`src/rtl/mips_ir_pkg.sv`:
```
// mips_ir_pkg
//   Shared MIPS instruction-register definitions. The prefetch queue uses it
//   to slice the IR into fields, and the decoder uses the same constants.
//   No ports; contents are field positions/widths and the NOP encoding.
package mips_ir_pkg;

  // Field positions within a 32-bit MIPS instruction word
  localparam int OP_MSB    = 31;
  localparam int RS_LSB    = 21;
  localparam int RT_LSB    = 16;
  localparam int RD_LSB    = 11;
  localparam int SHAMT_LSB = 6;

  // Field widths
  localparam int OP_W    = 6;
  localparam int REG_W   = 5;
  localparam int FUNCT_W = 6;
  localparam int IMM_W   = 16;

  // sll $0,$0,0 - the canonical NOP, also the IR value after reset/flush
  localparam logic [31:0] NOP_INST = 32'h0000_0000;

endpackage

```
`src/rtl/ir_fifo.sv`:
```
// ir_fifo
//   Parametrised circular buffer with registered pointers and occupancy.
//   Knows nothing about instructions; entries are opaque WIDTH-bit words.
//   Ports:
//     clk, rst      rising-edge clock, asynchronous active-high reset
//     i_clear       empty the buffer (wins over push and pop)
//     i_push        write i_wdata at the tail if not full
//     i_pop         advance the head if not empty
//     i_wdata       entry to write
//     o_rdata       entry at the head (valid when !o_empty)
//     o_count       number of stored entries, 0..DEPTH
//     o_full        o_count == DEPTH
//     o_empty       o_count == 0
module ir_fifo #(
  parameter int WIDTH = 64,
  parameter int DEPTH = 4,
  localparam int PW = $clog2(DEPTH),
  localparam int CW = PW + 1
) (
  input  logic             clk,
  input  logic             rst,
  input  logic             i_clear,
  input  logic             i_push,
  input  logic             i_pop,
  input  logic [WIDTH-1:0] i_wdata,
  output logic [WIDTH-1:0] o_rdata,
  output logic [CW-1:0]    o_count,
  output logic             o_full,
  output logic             o_empty
);

  localparam logic [CW-1:0] FULL_COUNT = CW'(DEPTH);

  logic [WIDTH-1:0] r_mem [DEPTH];
  logic [PW-1:0]    r_rdPtr;
  logic [PW-1:0]    r_wrPtr;
  logic [CW-1:0]    r_count;

  logic w_full;
  logic w_empty;
  logic w_doPush;
  logic w_doPop;

  // Full/empty come only from registered occupancy, so acceptance never
  // depends combinationally on the same-cycle pop request.
  assign w_full   = (r_count == FULL_COUNT);
  assign w_empty  = (r_count == '0);
  assign w_doPush = i_push && !w_full  && !i_clear;
  assign w_doPop  = i_pop  && !w_empty && !i_clear;

  assign o_rdata = r_mem[r_rdPtr];
  assign o_count = r_count;
  assign o_full  = w_full;
  assign o_empty = w_empty;

  // Storage is deliberately not reset; stale entries are unreachable once
  // the pointers and occupancy are cleared.
  always_ff @(posedge clk) begin
    if (w_doPush) begin
      r_mem[r_wrPtr] <= i_wdata;
    end
  end

  // Pointers wrap naturally because DEPTH is a power of two.
  always_ff @(posedge clk or posedge rst) begin
    if (rst) begin
      r_rdPtr <= '0;
      r_wrPtr <= '0;
      r_count <= '0;
    end else if (i_clear) begin
      r_rdPtr <= '0;
      r_wrPtr <= '0;
      r_count <= '0;
    end else begin
      if (w_doPush) begin
        r_wrPtr <= r_wrPtr + PW'(1);
      end
      if (w_doPop) begin
        r_rdPtr <= r_rdPtr + PW'(1);
      end
      if (w_doPush && !w_doPop) begin
        r_count <= r_count + CW'(1);
      end else if (w_doPop && !w_doPush) begin
        r_count <= r_count - CW'(1);
      end
    end
  end

  // Occupancy bounds: never above DEPTH, never popped below zero.
  always @(posedge clk) begin
    if (!rst) begin
      assert (r_count <= FULL_COUNT);
      assert (!(w_doPop && (r_count == '0)));
    end
  end

endmodule

```
`src/rtl/ir_prefetch_queue.sv`:
```
// ir_prefetch_queue
//   Instruction register fed by a DEPTH-entry prefetch FIFO of {pc, inst}
//   pairs, so instruction fetch can run ahead of the control FSM.
//   Ports:
//     clk, rst                 rising-edge clock, asynchronous active-high reset
//     flush                    drop all queued entries and invalidate the IR
//     in_valid/in_inst/in_pc   fetch-side entry, accepted when in_ready
//     in_ready                 queue not full (registered state only)
//     irwrite                  load IR from the queue head
//     inst_out/pc_out/ir_valid IR contents, its PC and validity
//     op/rs/rt/rd/shamt/funct/imm  combinational field slices of inst_out
//     count                    queued entries, 0..DEPTH
module ir_prefetch_queue
  import mips_ir_pkg::*;
#(
  parameter int INST_W = 32,
  parameter int PC_W   = 32,
  parameter int DEPTH  = 4
) (
  input  logic                     clk,
  input  logic                     rst,
  input  logic                     flush,
  input  logic                     in_valid,
  input  logic [INST_W-1:0]        in_inst,
  input  logic [PC_W-1:0]          in_pc,
  output logic                     in_ready,
  input  logic                     irwrite,
  output logic [INST_W-1:0]        inst_out,
  output logic [PC_W-1:0]          pc_out,
  output logic                     ir_valid,
  output logic [5:0]               op,
  output logic [4:0]               rs,
  output logic [4:0]               rt,
  output logic [4:0]               rd,
  output logic [4:0]               shamt,
  output logic [5:0]               funct,
  output logic [15:0]              imm,
  output logic [$clog2(DEPTH):0]   count
);

  localparam int ENTRY_W = PC_W + INST_W;

  logic [ENTRY_W-1:0] w_headEntry;
  logic               w_full;
  logic               w_empty;

  logic [INST_W-1:0]  r_inst;
  logic [PC_W-1:0]    r_pc;
  logic               r_irValid;

  ir_fifo #(
    .WIDTH (ENTRY_W),
    .DEPTH (DEPTH)
  ) u_fifo (
    .clk     (clk),
    .rst     (rst),
    .i_clear (flush),
    .i_push  (in_valid),
    .i_pop   (irwrite),
    .i_wdata ({in_pc, in_inst}),
    .o_rdata (w_headEntry),
    .o_count (count),
    .o_full  (w_full),
    .o_empty (w_empty)
  );

  assign in_ready = !w_full;

  // IR register. An irwrite against an empty queue keeps the old word but
  // marks it invalid so the FSM knows to wait. The head is read from FIFO
  // storage only, so a same-edge push can never bypass into the IR.
  always_ff @(posedge clk or posedge rst) begin
    if (rst) begin
      r_inst    <= INST_W'(NOP_INST);
      r_pc      <= '0;
      r_irValid <= 1'b0;
    end else if (flush) begin
      r_inst    <= INST_W'(NOP_INST);
      r_pc      <= '0;
      r_irValid <= 1'b0;
    end else if (irwrite) begin
      if (!w_empty) begin
        r_inst    <= w_headEntry[INST_W-1:0];
        r_pc      <= w_headEntry[ENTRY_W-1:INST_W];
        r_irValid <= 1'b1;
      end else begin
        r_irValid <= 1'b0;
      end
    end
  end

  assign inst_out = r_inst;
  assign pc_out   = r_pc;
  assign ir_valid = r_irValid;

  assign op    = r_inst[OP_MSB -: OP_W];
  assign rs    = r_inst[RS_LSB +: REG_W];
  assign rt    = r_inst[RT_LSB +: REG_W];
  assign rd    = r_inst[RD_LSB +: REG_W];
  assign shamt = r_inst[SHAMT_LSB +: REG_W];
  assign funct = r_inst[FUNCT_W-1:0];
  assign imm   = r_inst[IMM_W-1:0];

endmodule

```
`config.mk`:
```
export PLATFORM = sky130hd
export DESIGN_NAME = ir_prefetch_queue
export DESIGN_NICKNAME = d
export VERILOG_FILES = /design/src/rtl/mips_ir_pkg.sv /design/src/rtl/ir_fifo.sv /design/src/rtl/ir_prefetch_queue.sv
export SDC_FILE = /design/constraint.sdc
export NUM_CORES = 1
export LEC_CHECK = 0
export BUFFER_PORTS_ARGS = -buffer_cell sky130_fd_sc_hd__buf_2
export CAP_MARGIN = 10
export CORE_UTILIZATION = 45
export DETAILED_ROUTE_END_ITERATION = 10
export MAX_ROUTING_LAYER = met4
export PLACE_DENSITY = 0.65
export SLEW_MARGIN = 0
export SYNTH_ARGS = -nofsm -noshare
export SYNTH_HDL_FRONTEND = slang
export SYNTH_HIERARCHICAL = 1
export SYNTH_SLANG_ARGS = --single-unit
```
`constraint.sdc`:
```
create_clock -name clk -period 3 [get_ports clk]
set_clock_uncertainty 0.1 [all_clocks]
set_input_delay 0.15 -clock clk [delete_from_list [all_inputs] [get_ports clk]]
set_output_delay 0.15 -clock clk [all_outputs]
set_load 0.02 [all_outputs]
```
==> metrics <==
Congestion Overflow GR=0; Critical Path Start Type=flop; xor/xnor share of the synthesized area=0.127%; synthesized-area fraction occupied by adder cells=0.509%; Port Buffers=around 190; pre-CTS setup slack=0.477 ns; commonest non-fill, non-tap cell in the layout=edfxtp_1; switching share of power=30.0%; Seq. cell area=9500 sq um; drt drc=0; syn_area_per_cell=roughly 19 sq um; final period utilization=between 80% and 90%; post-synthesis register bit count=approximately 330; Sink Count=between 300 and 400; Multi-input gate area=3460 sq um; H-Tree Depth=2; number of synthesized flops with an enable pin=256; # placed instances=1236; latest clock arrival within the worst-skew pair=0.51 ns; Root Driver=clkbuf_16; CTS tree=done; asr flop ratio synth=22.0%; Comb pwr share=27.5%; # setup viols final=0; HP Class=primary input to asynchronous set/reset pin; Nets=between 1000 and 1500; initial drt markers=between 400 and 500; PD cells=841 nW/um^2; Area Overhead vs Synth=20.0%; final instance area=16500 sq um; Post-Route WL=about 27 mm; worst endpoint data arrival time=2.89 ns; CP Capture Type=flop; Slew @ Worst Pin=0.797 ns; post_cts resized=0; placed wire-length estimate=around 16 mm; Netlist cell types=40; post-synthesis sequential area ratio=69.0%; RSZ-0062 raised after global routing=false; die area=approximately 31000 sq um; drt pass-1 iters=4; Final Hold Viols=0; vias per std cell=5.26; wire per inst=19.8 um; Post-Syn Nets=815; Max Freq=393 MHz; minimum clock period after layout=2.55 ns; instance area after placement=14700 sq um; vias in the first global route=~7200; post-synthesis compound-gate area fraction=4.48%; P_sw=4.17 mW; fillers=2379; critical path class=flop to flop; Initial Util=between 40% and 50%; total CTS buffers=35; total chip power=13.9 mW; largest net degree at the start of global routing=72; first-pass GRT wire length=41.5 mm; worst-path fanout max=10; Seq pwr share=41.5%; vias after detailed routing=7173; core area=29900 sq um; # Max-Cap Violations=0; die height=177 um; post-route ant nets=0; Post-Synth Simple-Gate Area=9.16%; fraction of layout cells with a size suffix above 1=39.8%; Clock power frac=31.0%; internal power=9.72 mW; Non-Filler Instances=1364; total negative slack=0 ns; yosys warns=6; most frequent cells in the layout=256 x edfxtp_1, 184 x buf_2, 70 x dfrtp_1; status=finished clean; final RePlAce weighted congestion=~0.72; post-synthesis mux area share=10.7%; largest family of logic cells by synthesized area=multiplexers; Ports=186; die span in x=177 um; clk slew on worst S/H paths=about 0.060 ns; relative slew slack=46.8%; total track usage=18.0%; Final Core Density=55.3%; # rows=63; Synth Cell Area=about 14000 sq um; CTS max path bufs=3; Mapped Cells=741; WHS=about 0.043 ns; leakage power figure=6.12 nW; Slew Limit Fails=0; Max VDD drop=around 470 uV; final worst slack=0.454 ns; worst path required time=~3.3 ns; Main synth FF type=edfxtp_1; initial antenna violation count=1
## timing repair
item / CTS / global route
hold buffers: 66 / 0
setup buffers: 0 / 0
endpoints found under the hold margin: 296 / 0
## final timing paths
kind | start | to | slack, ns | cells after the start
max | u_fifo/o_count[2] | u_fifo/o_count[2] | 0.45 | 7
min | rst | u_fifo/r_rdPtr[1] | 0.04 | 3
max reg2reg | u_fifo/o_count[2] | u_fifo/o_count[2] | 0.45 | 7
min reg2reg | pc_out[5] | pc_out[5] | 0.43 | 2
max in group asynchronous | rst | pc_out[12] | 1.87 | 4
min in group clk | irwrite | u_fifo/r_rdPtr[0] | 0.07 | 4
## Yosys cell counts, drive strengths merged, types with 2 or more instances
master,n,area [sq um]
nor3,2,10.0
nand3b,3,22.5
mux2i,2,20.0
clkbuf,11,42.5
nand4bb,64,721
mux4,64,1440
xor2,2,17.5
nor2b,2,20.0
nor2,7,26.3
o31ai,2,15.0
nand2b,64,400
and2,5,31.3
buf,91,752
ha,4,50.1
o21ai,66,518
a21oi,2,10.0
dfrtp,72,1800
inv,9,33.8
edfxtp,256,7690
## flip-flops by register name, summed over array words and instances (netlist names)
name            flops
inst_out           32
u_fifo/r_rdPtr      2
ir_valid            1
pc_out             32
u_fifo/r_wrPtr      2
u_fifo/r_mem      256
u_fifo/o_count      3
## metal layers
metal | share of wire, % | track usage, % | up-vias
li1 | - | - | 3266
met1 | 44 | 24.1 | 3685
met2 | 50 | 28.8 | 177
met3 | 3.8 | 2.79 | 45
met4 | 2.0 | 5.03 | 0
met5 | 0 | - | -
## power groups by stage
stage / Clock (mW) / Combinational, mW / Sequential (mW)
6_report: 4.31 / 3.81 / 5.76
3_3_place_gp: 0 / 3.80 / 5.84
5_1_grt: 4.56 / 4.09 / 5.83
2_1_floorplan: 0 / 3.01 / 6.03
4_1_cts: 4.40 / 3.89 / 5.77
3_5_place_dp: 0 / 3.80 / 5.86
## cells by family after synthesis
| logic type | Yosys count |
|---|---|
| adder cells (fa/ha/maj) | 5 |
| buffers and inverters | 111 |
| flip-flops | 328 |
| XOR/XNOR | 2 |
| AND/OR/NAND/NOR | 150 |
| multiplexers | 67 |
| AO/OA/AOI/OAI | 78 |
## area by class of cell
type,instances,area share (%)
flip-flops and latches,328,57.5
repair buffers,273,11.3
multi-input cells,302,20.9
clock inverters,17,1.06
inverters,9,0.212
diodes,1,0.0152
clock buffers,44,6.01
well taps,390,2.96
## worst max-delay path, cell delays in order, from the launching register on
cell and delay [ns]:
dfrtp_1 0.52, nor3b_2 0.36, nor3_1 0.17, and2_1 0.20, fa_1 0.42, a21bo_2 0.24
a311oi_1 0.27, o311a_1 0.20
(Power assumes the default switching activity.)
